File: src/rtl/i2c_byte_master.sv
// i2c_byte_master: byte-level open-drain I2C master engine.
// Executes one START / STOP / WRITE / READ command at a time and drives SCL/SDA
// as open-drain enables. Each bit is four quarter-bit phases q0..q3. A slave
// may stretch SCL; the engine waits in q2 until SCL is really high.
// Ports:
//   clk, reset        system clock, async active-low reset
//   cmd_valid/ready   command handshake (ready = ~busy)
//   cmd               00 START, 01 STOP, 10 WRITE, 11 READ
//   tx_byte           WRITE data (MSB first), captured at acceptance
//   nack_on_read      READ: 1 = NACK in 9th bit, captured at acceptance
//   rx_byte           READ result
//   ack_received      WRITE: sampled 9th bit; 1 after an illegal command
//   rsp_valid         one-cycle pulse when an accepted command completes
//   busy, bus_active  engine busy / bus owned (START done, no STOP yet)
//   scl_oe, sda_oe    1 = pull line low, 0 = release
//   scl_in, sda_in    sensed line levels
module i2c_byte_master #(
  parameter int CLK_DIV = 125
) (
  input  logic       clk,
  input  logic       reset,
  input  logic       cmd_valid,
  output logic       cmd_ready,
  input  logic [1:0] cmd,
  input  logic [7:0] tx_byte,
  input  logic       nack_on_read,
  output logic [7:0] rx_byte,
  output logic       ack_received,
  output logic       rsp_valid,
  output logic       busy,
  output logic       bus_active,
  output logic       scl_oe,
  output logic       sda_oe,
  input  logic       scl_in,
  input  logic       sda_in
);

  localparam int DW = $clog2(CLK_DIV);
  localparam logic [1:0] CMD_START = 2'b00;
  localparam logic [1:0] CMD_STOP  = 2'b01;
  localparam logic [1:0] CMD_READ  = 2'b11;

  typedef enum logic [2:0] {S_IDLE, S_START, S_STOP, S_DATA, S_ACK} state_t;

  state_t        state_q, state_d;
  logic [DW-1:0] div_q, div_d;
  logic [1:0]    q_q, q_d;
  logic [2:0]    bit_q, bit_d;
  logic          rd_q, rd_d;
  logic [7:0]    tx_q, tx_d;
  logic          nack_q, nack_d;
  logic [7:0]    rx_q, rx_d;
  logic          ack_q, ack_d;
  logic          rsp_q, rsp_d;
  logic          done_q, done_d;
  logic          bus_q, bus_d;
  logic          scl_q, scl_d;
  logic          sda_q, sda_d;

  logic tick, stall, enter, busy_w;

  // done_q marks the cycle after the last quarter; the response pulse follows
  // it, and busy covers both so nothing is accepted before rsp_valid.
  assign busy_w       = (state_q != S_IDLE) | done_q;
  assign busy         = busy_w;
  assign cmd_ready    = ~busy_w;
  assign rsp_valid    = rsp_q;
  assign rx_byte      = rx_q;
  assign ack_received = ack_q;
  assign bus_active   = bus_q;
  assign scl_oe       = scl_q;
  assign sda_oe       = sda_q;

  always_ff @(posedge clk or negedge reset) begin
    if (!reset) begin
      state_q <= S_IDLE;
      div_q   <= '0;
      q_q     <= 2'd0;
      bit_q   <= 3'd7;
      rd_q    <= 1'b0;
      tx_q    <= 8'h00;
      nack_q  <= 1'b0;
      rx_q    <= 8'h00;
      ack_q   <= 1'b0;
      rsp_q   <= 1'b0;
      done_q  <= 1'b0;
      bus_q   <= 1'b0;
      scl_q   <= 1'b0;
      sda_q   <= 1'b0;
    end else begin
      state_q <= state_d;
      div_q   <= div_d;
      q_q     <= q_d;
      bit_q   <= bit_d;
      rd_q    <= rd_d;
      tx_q    <= tx_d;
      nack_q  <= nack_d;
      rx_q    <= rx_d;
      ack_q   <= ack_d;
      rsp_q   <= rsp_d;
      done_q  <= done_d;
      bus_q   <= bus_d;
      scl_q   <= scl_d;
      sda_q   <= sda_d;
    end
  end

  always_comb begin
    state_d = state_q;
    div_d   = div_q;
    q_d     = q_q;
    bit_d   = bit_q;
    rd_d    = rd_q;
    tx_d    = tx_q;
    nack_d  = nack_q;
    rx_d    = rx_q;
    ack_d   = ack_q;
    rsp_d   = done_q;
    done_d  = 1'b0;
    bus_d   = bus_q;
    scl_d   = scl_q;
    sda_d   = sda_q;
    enter   = 1'b0;

    tick  = (div_q == DW'(CLK_DIV - 1));
    // SCL released by us but still low in q2: a slave is stretching.
    stall = (q_q == 2'd2) && !scl_q && !scl_in;

    case (state_q)
      S_IDLE: begin
        if (cmd_valid && !busy_w) begin
          div_d  = '0;
          q_d    = 2'd0;
          bit_d  = 3'd7;
          rd_d   = (cmd == CMD_READ);
          tx_d   = tx_byte;
          nack_d = nack_on_read;
          if (cmd == CMD_START) begin
            state_d = S_START;
            enter   = 1'b1;
          end else if (!bus_q) begin
            // no bus owned: reject without touching the lines
            done_d = 1'b1;
            ack_d  = 1'b1;
          end else if (cmd == CMD_STOP) begin
            state_d = S_STOP;
            enter   = 1'b1;
          end else begin
            state_d = S_DATA;
            enter   = 1'b1;
          end
        end
      end
      default: begin
        if (!stall) begin
          if (!tick) begin
            div_d = div_q + 1'b1;
          end else begin
            div_d = '0;
            q_d   = q_q + 2'd1;
            // sample at the end of the SCL-high quarter
            if (q_q == 2'd2) begin
              if (state_q == S_DATA && rd_q) rx_d = {rx_q[6:0], sda_in};
              if (state_q == S_ACK && !rd_q) ack_d = sda_in;
            end
            if (q_q == 2'd3) begin
              case (state_q)
                S_START: begin
                  bus_d   = 1'b1;
                  state_d = S_IDLE;
                  done_d  = 1'b1;
                end
                S_STOP: begin
                  bus_d   = 1'b0;
                  state_d = S_IDLE;
                  done_d  = 1'b1;
                end
                S_DATA: begin
                  if (bit_q == 3'd0) state_d = S_ACK;
                  else               bit_d   = bit_q - 3'd1;
                end
                default: begin
                  state_d = S_IDLE;
                  done_d  = 1'b1;
                end
              endcase
            end
            enter = (state_d != S_IDLE);
          end
        end
      end
    endcase

    // Line actions are applied on entry to each quarter and then held.
    if (enter) begin
      case (state_d)
        S_START: begin
          case (q_d)
            2'd0:    sda_d = 1'b0;
            2'd1:    scl_d = 1'b0;
            2'd2:    sda_d = 1'b1;
            default: scl_d = 1'b1;
          endcase
        end
        S_STOP: begin
          case (q_d)
            2'd0: begin
              scl_d = 1'b1;
              sda_d = 1'b1;
            end
            2'd1:    scl_d = 1'b0;
            2'd2:    sda_d = 1'b0;
            default: ;
          endcase
        end
        default: begin
          case (q_d)
            2'd0: begin
              scl_d = 1'b1;
              if (state_d == S_DATA) sda_d = rd_d ? 1'b0 : ~tx_d[bit_d];
              else                   sda_d = rd_d ? ~nack_d : 1'b0;
            end
            2'd1:    scl_d = 1'b0;
            2'd3:    scl_d = 1'b1;
            default: ;
          endcase
        end
      endcase
    end
  end

endmodule

File: config.mk
export PLATFORM = sky130hd
export DESIGN_NAME = i2c_byte_master
export DESIGN_NICKNAME = d
export VERILOG_FILES = /design/src/rtl/i2c_byte_master.sv
export SDC_FILE = /design/constraint.sdc
export NUM_CORES = 1
export LEC_CHECK = 0
export ABC_AREA = 1
export BUFFER_PORTS_ARGS = -buffer_cell sky130_fd_sc_hd__buf_4
export CAP_MARGIN = 20
export CORE_UTILIZATION = 30
export CTS_BUF_LIST = sky130_fd_sc_hd__clkbuf_8
export DETAILED_ROUTE_END_ITERATION = 10
export GPL_ROUTABILITY_DRIVEN = 0
export SLEW_MARGIN = 40
export SYNTH_ARGS = -nofsm -noshare
export SYNTH_HDL_FRONTEND = slang
export SYNTH_SLANG_ARGS = --single-unit
File: constraint.sdc
create_clock -name clk -period 2.3 [get_ports clk]
set_input_delay 0.23 -clock clk [delete_from_list [all_inputs] [get_ports clk]]
set_output_delay 0.23 -clock clk [all_outputs]
set_load 0.03 [all_outputs]
Word-level counts from Yosys, hierarchy flattened
Cells that the tools add are included.

Register bits after elaboration: 39. Input port bits: 16. Logic and storage cells: 146.

Add/subtract/negate cells: 3. $lt $le $gt $ge: 1. Equal/unequal tests: 23. Muxes and demuxes: 70. Bitwise logic cells: 6. Reduce and logical (&&, ||, !) cells: 29.

Operator list (number): 2-to-1 mux 3 bit (19); 2-to-1 mux 1 bit (32); 2-to-1 mux 7 bit (4); 2-to-1 mux 8 bit (2); one-hot mux 1 bit (2 select lines) (8); == test 3 x 2 -> 1 bit, second input constant (4); == test 2 bit, second input constant (5); AND reduction 5 bit (2); inequality test 3 x 2 -> 1 bit, second input constant (3); nonzero test 3 bit (3); 2-to-1 mux 2 bit (4); inequality test 2 bit, second input constant (4); AND reduction 4 bit (2); nonzero test 2 bit (4); adder 7 x 1 -> 7 bit, second input constant (1); == test 7 bit, second input constant (1); AND reduction 7 bit (1); == test 3 x 1 -> 1 bit, second input constant (2); logical NOT 3 bit (2); logical AND 1 bit (5); NOT 1 bit (5); == test 2 x 1 -> 1 bit, second input constant (2); logical NOT 1 bit (4); logical NOT 2 bit (2); other kinds (10) (11).

Logic depth before layout (Yosys ltp)
Depth after elaboration: 14. Depth in mapped cells: 18. Mapped depth without buffers: 17.

Worst setup path after synthesis
No wires, ideal clock.

Path kind: register -> register. Start: reg div_q[0]. End: reg scl_q (netlist: scl_oe). Setup time: 0.117 ns. Data arrival time: 2.115 ns. Data required time: 2.183 ns. Setup slack: 0.068 ns. Cell stages (with the launch flop): 18. Buffers on the path: 1. Path through: dfrtp_1 inv_1 ha_1 inv_1 nor2_1 nand2_1 nor2_1 buf_2 o21ai_0 o21ai_0 inv_1 ha_1 nor2_1 nand3_1 nand3_1 nor2_1 nor2_1 nor2_1.

Cells in the longest elaborated chain, start to end: 8. Elaborated cells on any way between the ends: 26. Those cells by class: 8 x eq/ne; 13 x mux; 5 x reduce/logical.

Ends and longest elaborated chain: start: declaration (RTL line 46) `logic [DW-1:0] div_q, div_d;`; start signal: assignment (RTL line 92) `div_q <= div_d;`; == test 7 bit (*) (RTL line 125) `tick = (div_q == DW'(CLK_DIV - 1));`; 2-to-1 mux 2 bit (*) (RTL line 156) `if (!tick) begin`; 2-to-1 mux 2 bit (*) (RTL line 155) `if (!stall) begin`; 2-to-1 mux 2 bit (*) (RTL line 129) `case (state_q)`; net q_d[1] (RTL line 47) `logic [1:0] q_q, q_d;`; == test 2 bit (tied with other cells) (RTL line 217) `case (q_d)`; OR reduction 2 bit (no source line); one-hot mux 1 bit (2 select lines) (tied with other cells) (RTL line 217); one-hot mux 1 bit (2 select lines) / AND reduction 4 bit (equally long branches); end signal: assignment (RTL line 103) `scl_q <= scl_d;`; end: declaration (RTL line 57) `logic scl_q, scl_d;`.

The timed path passes the listed nets; every way through them passes the cells marked *. A chain may end at the register's enable or synchronous reset.

Worst setup path in the final report
Start: reg div_q[1]. End: reg scl_q (netlist: scl_oe).

Same word-level chain as after synthesis.

==> flow_metrics.py <==
metrics = {
    "timing": {
        "fin_tns_setup_ns": 0,
        "setup_slack_ns": 0.120,
        "fin_crit_sh": 0.948,
        "finalSetupViolCount": 0,
        "min_period_ns": 2.18,
        "final_hold_viol_count": 0,
        "maxSlewViolCount": 0,
        "tightest_slew_ns": 0.493,
        "timing.slew.headroom": 0.671,
        "fmax_ghz": 0.459,
        "skew_ns": 0.00823,
        "timing.hold.ws_ns": 0.152,
    },
    "final_layout": {
        "fin_area_sq_um": 3010,
        "regArea_sq_um": 980,
        "multi_input_area_sq_um": 1260,
        "nNetsFinal": 370,
        "layout_common_cells": "nand2_1 (80), buf_4 (47), dfrtp_1 (36)",
        "drive_gt1_frac": 0.338,
        "antenna-diode-count": 0,
        "layout-area-overhead-vs-synth_pct": 31.6,
        "fill_cells": 751,
        "final_common_cell": "nand2_1",
    },
    "setup_path": {
        "cp_data_required_time_ns": 2.49,
        "worstPathArrival_ns": 2.37,
        "critPathKind": "flop to flop",
        "start_kind": "flop",
        "cp-end-kind": "flop",
        "path_max_fanout": 3,
    },
    "power": {
        "power_density_nw_per_um2": 935,
        "clockPowerShare": 0.210,
        "p_sw_frac": 0.401,
        "power.internal_mw": 1.68,
        "p_switching_mw": 1.13,
        "leakage_nw": 1.50,
        "seq_power_share": 0.362,
        "ir_worst_vdd_uv": 336,
        "power_frac_comb": 0.428,
        "power_mw": 2.81,
    },
    "global_routing": {
        "grt_pass1_wl_mm": 9.07,
        "grt_pass1_vias": 1970,
        "overflow": 0,
        "antenna_found_initial": 0,
        "grt.total_usage": 0.149,
        "grt_max_degree": 40,
    },
    "job": {
        "cap_violations": 0,
    },
    "clock_tree": {
        "cts.clk_slew.worst_paths_ns": 0.08,
        "clk_latency_ns": 0.30,
        "cts_tree": "yes",
        "clockBufferDepth": 2,
        "cts_buffers": 5,
        "cts.sinks": 39,
        "htree_num_levels": 2,
        "root_buffer": "clkbuf_8",
    },
    "floorplan": {
        "rows": 31,
        "chipWidth_um": 89.3,
        "fp.dieArea_sq_um": 7970,
        "start_util": 0.313,
        "die_y_um": 89.3,
        "ioPinCount": 31,
        "core_sq_um": 7290,
    },
    "drt": {
        "drc": 0,
        "drtAntennaViolNets": 0,
        "wirelength_mm": 5.61,
        "via_per_inst": 4.74,
        "vias": 2108,
        "first_pass_iters": 5,
        "drt_iter0_drc": 151,
        "wl_per_cell_um": 12.6,
    },
    "logic_synthesis": {
        "synth-seq-cells": 39,
        "ys_warn_count": 0,
        "syn_nets": 317,
        "syn_area_sq_um": 2280,
        "yosysSeqAreaShare": 0.429,
        "syn_area_per_cell_sq_um": 7.82,
        "synthCells": 292,
        "yosysUniqueCellTypes": 33,
    },
    "placed_design": {
        "dp_hpwl_mm": 4.11,
        "placed_area_sq_um": 2680,
        "numPortBuffers": 30,
        "dp_slack_ns": -0.0225,
    },
    "min_path": {
        "hold_path.class": "primary input to flop",
    },
    "status": {
        "outcome": "completed",
    },
}
-- registers in the layout (all words and copies together) (netlist names), 2 cells and up --
register / flops
rx_byte: 8
tx_q: 8
div_q: 7
bit_q: 3
state_q: 3
q_q: 2
-- power by group through the flow --
stage	clock network (mW)	registers [mW]	logic (mW)
2_1_floorplan	0	1.06	0.692
3_3_place_gp	0	1.02	1.04
3_5_place_dp	0	1.02	1.05
4_1_cts	0.613	1.01	1.06
5_1_grt	0.646	1.04	1.35
6_report	0.591	1.02	1.20
-- cells by family (layout without fill, tap and decap cells) --
logic type	count (synthesis)	count (layout)	synth area share
AOI/OAI and AO/OA	32	32	0.0854
and+or+nand+nor	162	162	0.325
adders and majority gates	9	9	0.0493
DFF	39	39	0.429
buffers and inverters	42	96	0.0723
muxes	8	8	0.0394
-- synth_stat cells, drive strengths merged --
library cell  instances  area, sq um
buf                   4         22.5
nor4                  3         18.8
a21oi                 9         45.0
nor3                 11         55.1
ha                    9          113
nand3b                1         7.51
dfstp                 3         78.8
nand2                91          362
o211ai                1         7.51
mux2                  8         90.1
a31oi                 1         6.26
or2                   1         6.26
o21bai                1         18.8
o22ai                 1         6.26
a41oi                 1         8.76
dfrtp                36          901
nand4                 2         18.8
inv                  38          143
o21ai                16         87.6
a22oi                 2         15.0
nand3                24          143
nor2                 29          131
-- metal layers --
metal  track usage  part of all wire  vias up
met5             0                 0        -
met4        0.0534             0.027        0
met3        0.0259             0.050       14
met2         0.248              0.48       65
met1         0.196              0.44      977
li1              -                 -     1052
-- stage by stage --
stage	std cells	util
finish	445	0.412
global route	445	0.412
CTS	435	0.385
detailed placement	426	0.367
global placement	426	0.367
floorplan	292	-
-- final timing paths --
path                              end  slack, ns  cells past startpoint  startpoint
setup / recovery               scl_oe       0.12                     14    div_q[1]
hold / removal                tx_q[1]       0.15                      3  tx_byte[1]
setup reg to reg               scl_oe       0.12                     14    div_q[1]
hold reg to reg             rsp_valid       0.41                      0      done_q
max in group asynchronous    bit_q[2]       1.49                      2       reset
min in group asynchronous  rx_byte[4]       0.44                      2       reset
-- critical path: stages (launching register included) --
cell and delay (ns):
dfrtp_1 0.40, inv_2 0.10, ha_4 0.14, inv_1 0.04
nor2_1 0.08, nand2_1 0.09, nor2_2 0.18, o21ai_1 0.10
o21ai_2 0.19, buf_4 0.14, ha_2 0.27, nor3_2 0.17
nor2_1 0.06, nor2_1 0.08, nor2_1 0.04
-- final cells by class --
cell class | count | share of cell area
multi-input cells | 211 | 0.419
inverters | 38 | 0.0474
repair buffers | 50 | 0.128
flip-flops and latches | 39 | 0.326
well taps | 99 | 0.0412
clock buffers | 5 | 0.0229
clock inverters | 3 | 0.0158
-- timing repair --
action | CTS | global route
gates resized for setup | 1 | 37
pin swaps | 0 | 13
setup endpoints to repair | 1 | 2
endpoints found under the hold margin | 36 | 0
hold buffers | 1 | 0
setup buffers | 0 | 10
Note: power is estimated with default switching activity, not from simulation.
